**src/rtl/iir1_lookahead_pipe.sv**
```systemverilog
// First-order IIR y(n) = B*x(n) + A*y(n-1) in look-ahead form, one sample per clock.
// The feedback loop closes on s(n-M), so the multiplier can be pipelined without breaking the recurrence.

module iir1_lap_mul #(
  parameter int ACC_W = 32,
  parameter int LAT   = 2
) (
  input  logic             clk_i,
  input  logic             rst_ni,
  input  logic             clr_i,
  input  logic             en_i,
  input  logic [ACC_W-1:0] a_i,
  input  logic [ACC_W-1:0] b_i,
  output logic [ACC_W-1:0] p_o
);
  logic [ACC_W-1:0] pipe_q [LAT];
  logic [ACC_W-1:0] prod_d;

  // Low ACC_W bits of the product are the same for signed and unsigned operands.
  assign prod_d = a_i * b_i;

  always_ff @(posedge clk_i or negedge rst_ni) begin
    if (!rst_ni) begin
      for (int i = 0; i < LAT; i++) pipe_q[i] <= '0;
    end else if (clr_i) begin
      for (int i = 0; i < LAT; i++) pipe_q[i] <= '0;
    end else if (en_i) begin
      pipe_q[0] <= prod_d;
      for (int i = 1; i < LAT; i++) pipe_q[i] <= pipe_q[i-1];
    end
  end

  assign p_o = pipe_q[LAT-1];
endmodule

module iir1_lookahead_pipe #(
  parameter int                      X_W     = 8,
  parameter int                      Y_W     = 17,
  parameter int                      ACC_W   = 32,
  parameter logic signed [ACC_W-1:0] A       = 1,
  parameter logic signed [ACC_W-1:0] B       = 1,
  parameter int                      MUL_LAT = 2
) (
  input  logic           clk,
  input  logic           rst_n,
  input  logic           clr,
  input  logic           in_valid,
  input  logic [X_W-1:0] x,
  output logic           out_valid,
  output logic [Y_W-1:0] y,
  output logic           sat
);
  localparam int M     = MUL_LAT + 1;
  localparam int L     = MUL_LAT + 3;
  localparam int CNT_W = $clog2(L + 1);

  function automatic logic [ACC_W-1:0] a_pow(input int k);
    logic [ACC_W-1:0] r;
    r    = '0;
    r[0] = 1'b1;
    for (int i = 0; i < k; i++) r = r * A;
    return r;
  endfunction

  localparam logic [ACC_W-1:0] A_M = a_pow(M);

  logic [ACC_W-1:0]   x_ext;
  logic [ACC_W-1:0]   xh_q [M];
  logic [ACC_W-1:0]   tap_p [M];
  logic [ACC_W-1:0]   f_d, f_q;
  logic [ACC_W-1:0]   fb_p;
  logic [ACC_W-1:0]   s_q;
  logic [ACC_W-Y_W:0] s_hi;
  logic               clip;
  logic [Y_W-1:0]     y_d, y_q;
  logic [CNT_W-1:0]   cnt_q;
  logic               warm;
  logic               out_valid_q, sat_q;

  assign x_ext = ACC_W'($signed(x));

  // Feedforward taps: C_k*x(n-k), each through its own pipelined multiplier.
  for (genvar k = 0; k < M; k++) begin : g_tap
    localparam logic [ACC_W-1:0] C_K = ACC_W'(a_pow(k) * B);
    iir1_lap_mul #(.ACC_W(ACC_W), .LAT(MUL_LAT)) u_mul (
      .clk_i (clk),
      .rst_ni(rst_n),
      .clr_i (clr),
      .en_i  (in_valid),
      .a_i   (xh_q[k]),
      .b_i   (C_K),
      .p_o   (tap_p[k])
    );
  end

  // Loop registers: MUL_LAT inside this multiplier plus s_q, i.e. exactly M.
  iir1_lap_mul #(.ACC_W(ACC_W), .LAT(MUL_LAT)) u_fb_mul (
    .clk_i (clk),
    .rst_ni(rst_n),
    .clr_i (clr),
    .en_i  (in_valid),
    .a_i   (s_q),
    .b_i   (A_M),
    .p_o   (fb_p)
  );

  always_comb begin
    f_d = '0;
    for (int k = 0; k < M; k++) f_d = f_d + tap_p[k];
  end

  // s fits in Y_W bits only when every bit from Y_W-1 upward equals the sign.
  assign s_hi = s_q[ACC_W-1:Y_W-1];

  always_comb begin
    clip = ~((&s_hi) | ~(|s_hi));
    y_d  = s_q[Y_W-1:0];
    if (clip) y_d = s_q[ACC_W-1] ? {1'b1, {(Y_W-1){1'b0}}} : {1'b0, {(Y_W-1){1'b1}}};
  end

  assign warm = (cnt_q == CNT_W'(L));

  always_ff @(posedge clk or negedge rst_n) begin
    if (!rst_n) begin
      for (int k = 0; k < M; k++) xh_q[k] <= '0;
      f_q         <= '0;
      s_q         <= '0;
      y_q         <= '0;
      cnt_q       <= '0;
      out_valid_q <= 1'b0;
      sat_q       <= 1'b0;
    end else if (clr) begin
      for (int k = 0; k < M; k++) xh_q[k] <= '0;
      f_q         <= '0;
      s_q         <= '0;
      y_q         <= '0;
      cnt_q       <= '0;
      out_valid_q <= 1'b0;
      sat_q       <= 1'b0;
    end else if (in_valid) begin
      xh_q[0] <= x_ext;
      for (int k = 1; k < M; k++) xh_q[k] <= xh_q[k-1];
      f_q         <= f_d;
      s_q         <= f_q + fb_p;
      y_q         <= y_d;
      if (!warm) cnt_q <= cnt_q + 1'b1;
      out_valid_q <= warm;
      if (warm && clip) sat_q <= 1'b1;
    end else begin
      out_valid_q <= 1'b0;
    end
  end

  assign out_valid = out_valid_q;
  assign y         = y_q;
  assign sat       = sat_q;
endmodule
```
**config.mk**
```make
export PLATFORM = sky130hd
export DESIGN_NAME = iir1_lookahead_pipe
export DESIGN_NICKNAME = d
export VERILOG_FILES = /design/src/rtl/iir1_lookahead_pipe.sv
export SDC_FILE = /design/constraint.sdc
export NUM_CORES = 1
export LEC_CHECK = 0
export ABC_AREA = 1
export CAP_MARGIN = 5
export CORE_MARGIN = 4
export CORE_UTILIZATION = 40
export DETAILED_ROUTE_END_ITERATION = 8
export PLACE_DENSITY_LB_ADDON = 0.15
export SLEW_MARGIN = 0
export SYNTH_ARGS = -nofsm -noshare
export SYNTH_HDL_FRONTEND = slang
export SYNTH_SLANG_ARGS = --single-unit
export TNS_END_PERCENT = 1
```
**constraint.sdc**
```tcl
create_clock -name clk -period 6 [get_ports clk]
set_input_delay 0.6 -clock clk [delete_from_list [all_inputs] [get_ports clk]]
set_output_delay 0.6 -clock clk [all_outputs]
set_load 0.01 [all_outputs]
```
==> metrics.md, run 1 <==
| Metric | Value |
|---|---|
| Largest net degree at the start of global routing | `84` |
| Average cell area after synthesis | `8.05 um^2` |
| Unrepaired setup endpoints after global routing | `no` |
| Remaining DRCs | `0` |
| CTS Buf Count | `17` |
| Asr flop ratio synth | `100%` |
| Final wirelength | `about 25,000 um` |
| Max FO, Critical Path | `43` |
| Most frequent cells after synthesis | `nand2_1, dfrtp_1, inv_1` |
| Buffers on Ports | `30` |
| Crit path DAT | `3.48 ns` |
| Worst-path clk slew | `about 0.080 ns` |
| Max-cap check violation count | `0` |
| First-pass GRT wire length | `around 41,000 um` |
| Clk buf depth | `2` |
| Layout Skew | `~0.016 ns` |
| Starting density of the core | `40.7%` |
| Largest cells by area after synthesis | `dfrtp_1, nand2_1, inv_1` |
| Unique masters post-synth | `between 40 and 50` |
| H-tree depth | `4` |
| Total track usage | `between 10% and 20%` |
| Status | `complete, no violations` |
| First drt pass iteration count | `5` |
| Die ar. | `about 0.028 mm^2` |
| Yosys reg bits | `around 190` |
| Antenna viol nets, final | `0` |
| Routed vias | `7,971` |
| CTS Sinks | `about 190` |
| GR Overflow Total | `0` |
| Clk Latency, worst-skew pair | `between 0.4 and 0.5 ns` |
| Post-cts sizing count | `0` |
| Placed wire-length estimate | `~18,000 um` |
| EDFF count, synth | `0` |
| Cells after DPL | `1,595` |
| N_diodes | `0` |
| Core area | `0.0252 mm^2` |
| Hold Fails Final Rpt | `0` |
| Crit. End Element | `register` |
| Min Tclk post-route | `3.14 ns` |
| Area grow syn2layout | `11.3%` |
| Cell Count, Final, Fillers Out | `approximately 1,600` |
| HP Class | `in -> async` |
| Kind of critical path | `in -> reg` |
| Avg WL per Cell | `~15 um` |
| Slew Limit Fails | `0` |
| Main flop type after synthesis | `dfrtp_1` |
| CTS tree | `done` |
| Die X | `~170 um` |
| Peak VDD IR | `between 100 and 150 uV` |
| Iteration-0 DRC Markers | `576` |
| Initial antenna violation count | `0` |
| Rows | `58` |
| CTS root buffer | `clkbuf_16` |
| Final-report setup violation count | `0` |
| Max Clock Freq | `318 MHz` |
| Mean number of vias per cell | `around 5` |
| Vias in the first global route | `between 7,000 and 8,000` |
| Worst path required time | `6.34 ns` |
| Period utilization | `a little over half` |
| Yosys warns | `0` |
| Setup crit start kind | `input port` |
| Post-Syn Area | `a little over 0.01 mm^2` |
| Share of cells above drive strength 1 | `under 10%` |
| Mapped Cells | `between 1,000 and 1,500` |
| Register area share after synthesis | `a little under half` |
| Most numerous cell in the Yosys netlist | `nand2_1` |
| Setup TNS | `0 ns` |
| Post-CTS Setup Inserts | `0` |
| Lkg Pwr | `5.74 nW` |
| Die Y-Extent | `approximately 170 um` |
| Ports | `31` |
| Slew headroom | `~28%` |
| Yosys top cell by area | `dfrtp_1` |
| RD Place Congestion | `approximately 0.94` |
| Share of the synthesized area in the top cell type | `45.9%` |
| Hold buffers post-CTS | `0` |
| Worst Tran Pin Value | `1.07 ns` |
| Synthesized Nets | `about 1,300` |
| Cell Pwr Density | `roughly 230 mW/mm^2` |
| Nets@finish | `about 1,400` |
[cells in the final DEF (no fill, tap or decap), types with 4 or more instances in the layout]
cell type	count
a22o_1	11
nor2_1	53
ha_1	41
o21ai_0	124
o211ai_1	16
nand2_1	366
nor3_2	4
nor2_2	6
fa_1	18
a21oi_1	36
buf_4	6
nand3_2	6
o21ai_1	10
nand4_1	8
inv_8	4
nand3_1	70
o22ai_1	23
inv_2	10
inv_1	187
nand2_2	24
clkbuf_16	17
clkdlybuf4s50_1	28
dfrtp_1	188
[per-stage QoR]
step / hold slack [ns] / utilization, % / setup WS [ns] / area, um^2 / power, mW
6_report: 0.200 / 45.2 / 2.86 / 11400 / 2.59
3_3_place_gp: 0.461 / 42.8 / 2.46 / 10800 / 1.45
3_5_place_dp: 0.462 / 42.8 / 2.40 / 10800 / 1.45
4_1_cts: 0.241 / 45.2 / 2.84 / 11400 / 2.62
5_1_grt: 0.246 / 45.2 / 2.49 / 11400 / 2.70
2_1_floorplan: 0.304 / - / 3.28 / 10200 / 1.38
[registers in the layout, summed over array words and instances (netlist names)]
signal and cells:
cnt_q 3, sat 1, s_q 32, xh_q 24, u_fb_mul.pipe_q 32, g_tap.u_mul.p_o 16
y 17, u_fb_mul.p_o 32, f_q 30, out_valid 1
[cell type report]
cell class / instances / area (um^2)
clock inverters: 14 / 174
multi-input cells: 844 / 4590
clock buffers: 18 / 429
flip-flops and latches: 188 / 4700
repair buffers: 36 / 344
inverters: 197 / 739
well taps: 330 / 413
fillers: 2538 / 13800
[kinds of logic (layout without fill, tap and decap cells)]
family	Yosys count	count (layout)	share of synthesized area (%)
AND/OR/NAND/NOR	549	549	23.1
buffers and inverters	240	265	9.30
AO/OA/AOI/OAI	232	232	12.8
flip-flops	188	188	45.9
adder cells (fa/ha/maj)	59	59	8.53
XOR/XNOR	4	4	0.342
[metal layers]
| layer | global-route usage [%] | wire (um) |
|---|---|---|
| met1 | 27.9 | 12900 |
| met3 | 2.79 | 844 |
| met5 | 0 | 0 |
| met2 | 27.2 | 11000 |
| met4 | 5.05 | 395 |
[where the power goes]
group | switching (mW) | internal (mW) | total (mW)
clock network | 0.573 | 0.600 | 1.17
logic | 0.0983 | 0.0325 | 0.131
registers | 0.00837 | 1.28 | 1.29
[worst max-delay path, cell delays in order]
cell,delay [ns]
buf_2,0.69
inv_2,0.30
nor2_8,0.62
inv_2,0.46
buf_4,0.40
a21oi_1,0.18
o21ai_0,0.10
o21ai_0,0.07
[worst paths after layout]
check	start	depth (start not counted)	endpoint	slack [ns]
setup / recovery	in_valid	8	s_q[7]	2.86
hold / removal	rst_n	1	y[3]	0.20
setup reg to reg	xh_q[3]	9	f_q[8]	3.01
hold reg to reg	y[16]	2	y[16]	0.48
max in group asynchronous	rst_n	2	cnt_q[0]	4.55
min in group clk	y[16]	2	y[16]	0.48
(Power assumes the default switching activity.)
==> inputs of run 2 (changes only) <==
Clock period 6 ns to 2.7 ns, I/O delays scaled along.
==> metrics.md, run 2 (same netlist as run 1, synthesis figures left out) <==
| Metric | Value |
|---|---|
| Clk Latency, worst-skew pair | `0.44 ns (about the same)` |
| Placed wire-length estimate | `17,500 um (-0.47%)` |
| Buffers on Ports | `30 (unchanged)` |
| Total track usage | `18.3% (about the same)` |
| Worst Tran Pin Value | `0.633 ns (-0.441 ns)` |
| Hold depth | `3` |
| Leading cell types in the layout, fill and taps excluded | `nand2_1, dfrtp_1, inv_1` |
| Rows | `58 (unchanged)` |
| Worst reg2reg path depth | `10 (+1)` |
| GR Overflow Total | `0 (unchanged)` |
| Ports | `31 (unchanged)` |
| Nets@finish | `1,378 (+1.7%)` |
| Final design utilization | `46.8% (+1.5 points)` |
| Antenna viol nets, final | `0 (unchanged)` |
| R2r endpoint | `f_q[11]` |
| Vias in the first global route | `7,872 (+0.089%)` |
| Core area | `0.0252 mm^2 (unchanged)` |
| Share of cells above drive strength 1 | `10.4% (+2.8 points)` |
| Slew headroom | `57.8% (+29 points)` |
| Die Y-Extent | `168 um (unchanged)` |
| Critical hold path startpoint | `in_valid` |
| Remaining DRCs | `0 (unchanged)` |
| Mean number of vias per cell | `4.95 (+0.98%)` |
| Max FO, Critical Path | `5 (-88%)` |
| Min Hold Slack | `0.293 ns (+0.0930 ns)` |
| Die X | `168 um (unchanged)` |
| Routed vias | `8,163 (+2.4%)` |
| Worst reg2reg setup slack | `-0.0001 ns (-3.01 ns)` |
| First-pass GRT wire length | `41,700 um (+0.70%)` |
| Max-cap check violation count | `0 (unchanged)` |
| Crit path DAT | `3.03 ns (-0.45 ns)` |
| Cell Pwr Density | `502 mW/mm^2 (+120%)` |
| Worst Hold Endpoint | `u_fb_mul.p_o[24]` |
| Final-report setup violation count | `1 (+1)` |
| CTS tree | `done` |
| CTS Buf Count | `17 (unchanged)` |
| Slew Limit Fails | `0 (unchanged)` |
| Period utilization | `100%` |
| Kind of critical path | `reg -> reg` |
| Starting density of the core | `40.7% (unchanged)` |
| Unrepaired setup endpoints after global routing | `yes` |
| Final wirelength | `24,800 um (-1.1%)` |
| Iteration-0 DRC Markers | `598 (+3.8%)` |
| Initial antenna violation count | `0 (unchanged)` |
| R2R Path Start | `g_tap[2].u_mul.p_o[1]` |
| Crit. End Element | `register` |
| CTS root buffer | `clkbuf_16` |
| Lkg Pwr | `5.90 nW (+2.9%)` |
| Clk buf depth | `2 (unchanged)` |
| Area grow syn2layout | `15.0%` |
| Hold Fails Final Rpt | `0 (unchanged)` |
| H-tree depth | `4 (unchanged)` |
| Worst path required time | `3.03 ns (-3.31 ns)` |
| Min Tclk post-route | `roughly 2.7 ns` |
| Peak VDD IR | `340 uV (+150%)` |
| Failing checks | `setup timing` |
| Commonest non-fill, non-tap cell in the layout | `nand2_1` |
| Die ar. | `0.0282 mm^2 (unchanged)` |
| First drt pass iteration count | `5 (unchanged)` |
| Layout Skew | `0.0121 ns (-0.00428 ns)` |
| Status | `complete, but fails checks` |
| Avg WL per Cell | `15.0 um (-2.5%)` |
| Worst-path clk slew | `0.07 ns (about the same)` |
| RD Place Congestion | `0.902 (-3.8%)` |
| Largest net degree at the start of global routing | `103 (+23%)` |
| Max Clock Freq | `370 MHz` |
| N_diodes | `0 (unchanged)` |
| Setup WS post-layout | `-0.000122 ns (-2.86 ns)` |
| Setup crit start kind | `register` |
| HP Class | `in -> reg` |
| CTS Sinks | `188 (unchanged)` |
==> run 2: cell types whose count changed in the layout (fill, tap and decap cells not counted), moves of 3 or more <==
cell / change
a21oi_2: +3
buf_4: +17
ha_4: +4
clkinv_8: -3
ha_1: -5
o21ai_2: +3
o21ai_0: -6
a21oi_1: -3
buf_12: +5
==> run 2: worst max path at each step <==
stage	endpoint	from	slack, ns
after global placement	f_q[9]	xh_q[1]	-0.03
final	f_q[11]	g_tap[2].u_mul.p_o[1]	-0.0001
after floorplan	f_q[11]	xh_q[1]	-0.006
after detailed placement	f_q[11]	xh_q[1]	-0.09
after global routing	f_q[11]	xh_q[4]	-0.11
after CTS	f_q[8]	xh_q[3]	-0.04
==> run 2: report_power, final <==
part / switching (mW) / leakage, nW / internal (mW)
clock: 1.20 / 0.313 / 1.53
sequential: 0.0186 / 2.62 / 2.85
combinational: 0.227 / 2.98 / 0.0946
==> run 2: final cells by class <==
class                      count  area [um^2]
fill                        2487        13400
timing repair buffer          59          582
inverter                     197          739
clock inverter                14          196
sequential                   188         4700
clock buffer                  18          439
multi-input combinational    844         4700
tap                          330          413
==> run 2: layer usage <==
| metal | GRT usage [%] | part of all wire (%) | wire length [um] | up-vias |
|---|---|---|---|---|
| met4 | 4.66 | 1.2 | 309 | 0 |
| met3 | 3.19 | 2.9 | 729 | 23 |
| li1 | - | - | - | 4142 |
| met5 | 0 | 0 | 0 | - |
| met2 | 28.1 | 45 | 11100 | 104 |
| met1 | 27.0 | 51 | 12700 | 3894 |
==> run 2: timing repair <==
item                                    in CTS  in global routing
resized for setup                            6                 18
hold endpoints to repair                    73                  0
endpoints found under the setup margin       6                  9
pin swaps                                    1                 13
hold buffers                                 1                  0
buffers inserted                             1                  5
==> run 2: per-stage QoR <==
stage	setup TNS, ns	setup WS, ns	cell area, um^2	std cells	total power, mW
floorplan	-0.0189	-0.00631	10200	1272	3.07
global placement	-0.127	-0.0337	11000	1611	3.24
detailed placement	-0.251	-0.0855	11000	1611	3.25
CTS	-0.0353	-0.0353	11700	1645	5.99
global route	-0.506	-0.107	11800	1650	6.15
finish	-0.000122	-0.000122	11800	1650	5.91
==> run 2: critical path, stage by stage, from the launching register on <==
cell	delay (ns)
dfrtp_1	0.40
fa_1	0.48
ha_2	0.21
fa_2	0.39
nand3_2	0.08
nor2_1	0.04
nor2_1	0.09
buf_4	0.15
o21ai_1	0.08
fa_1	0.46
a22o_1	0.20
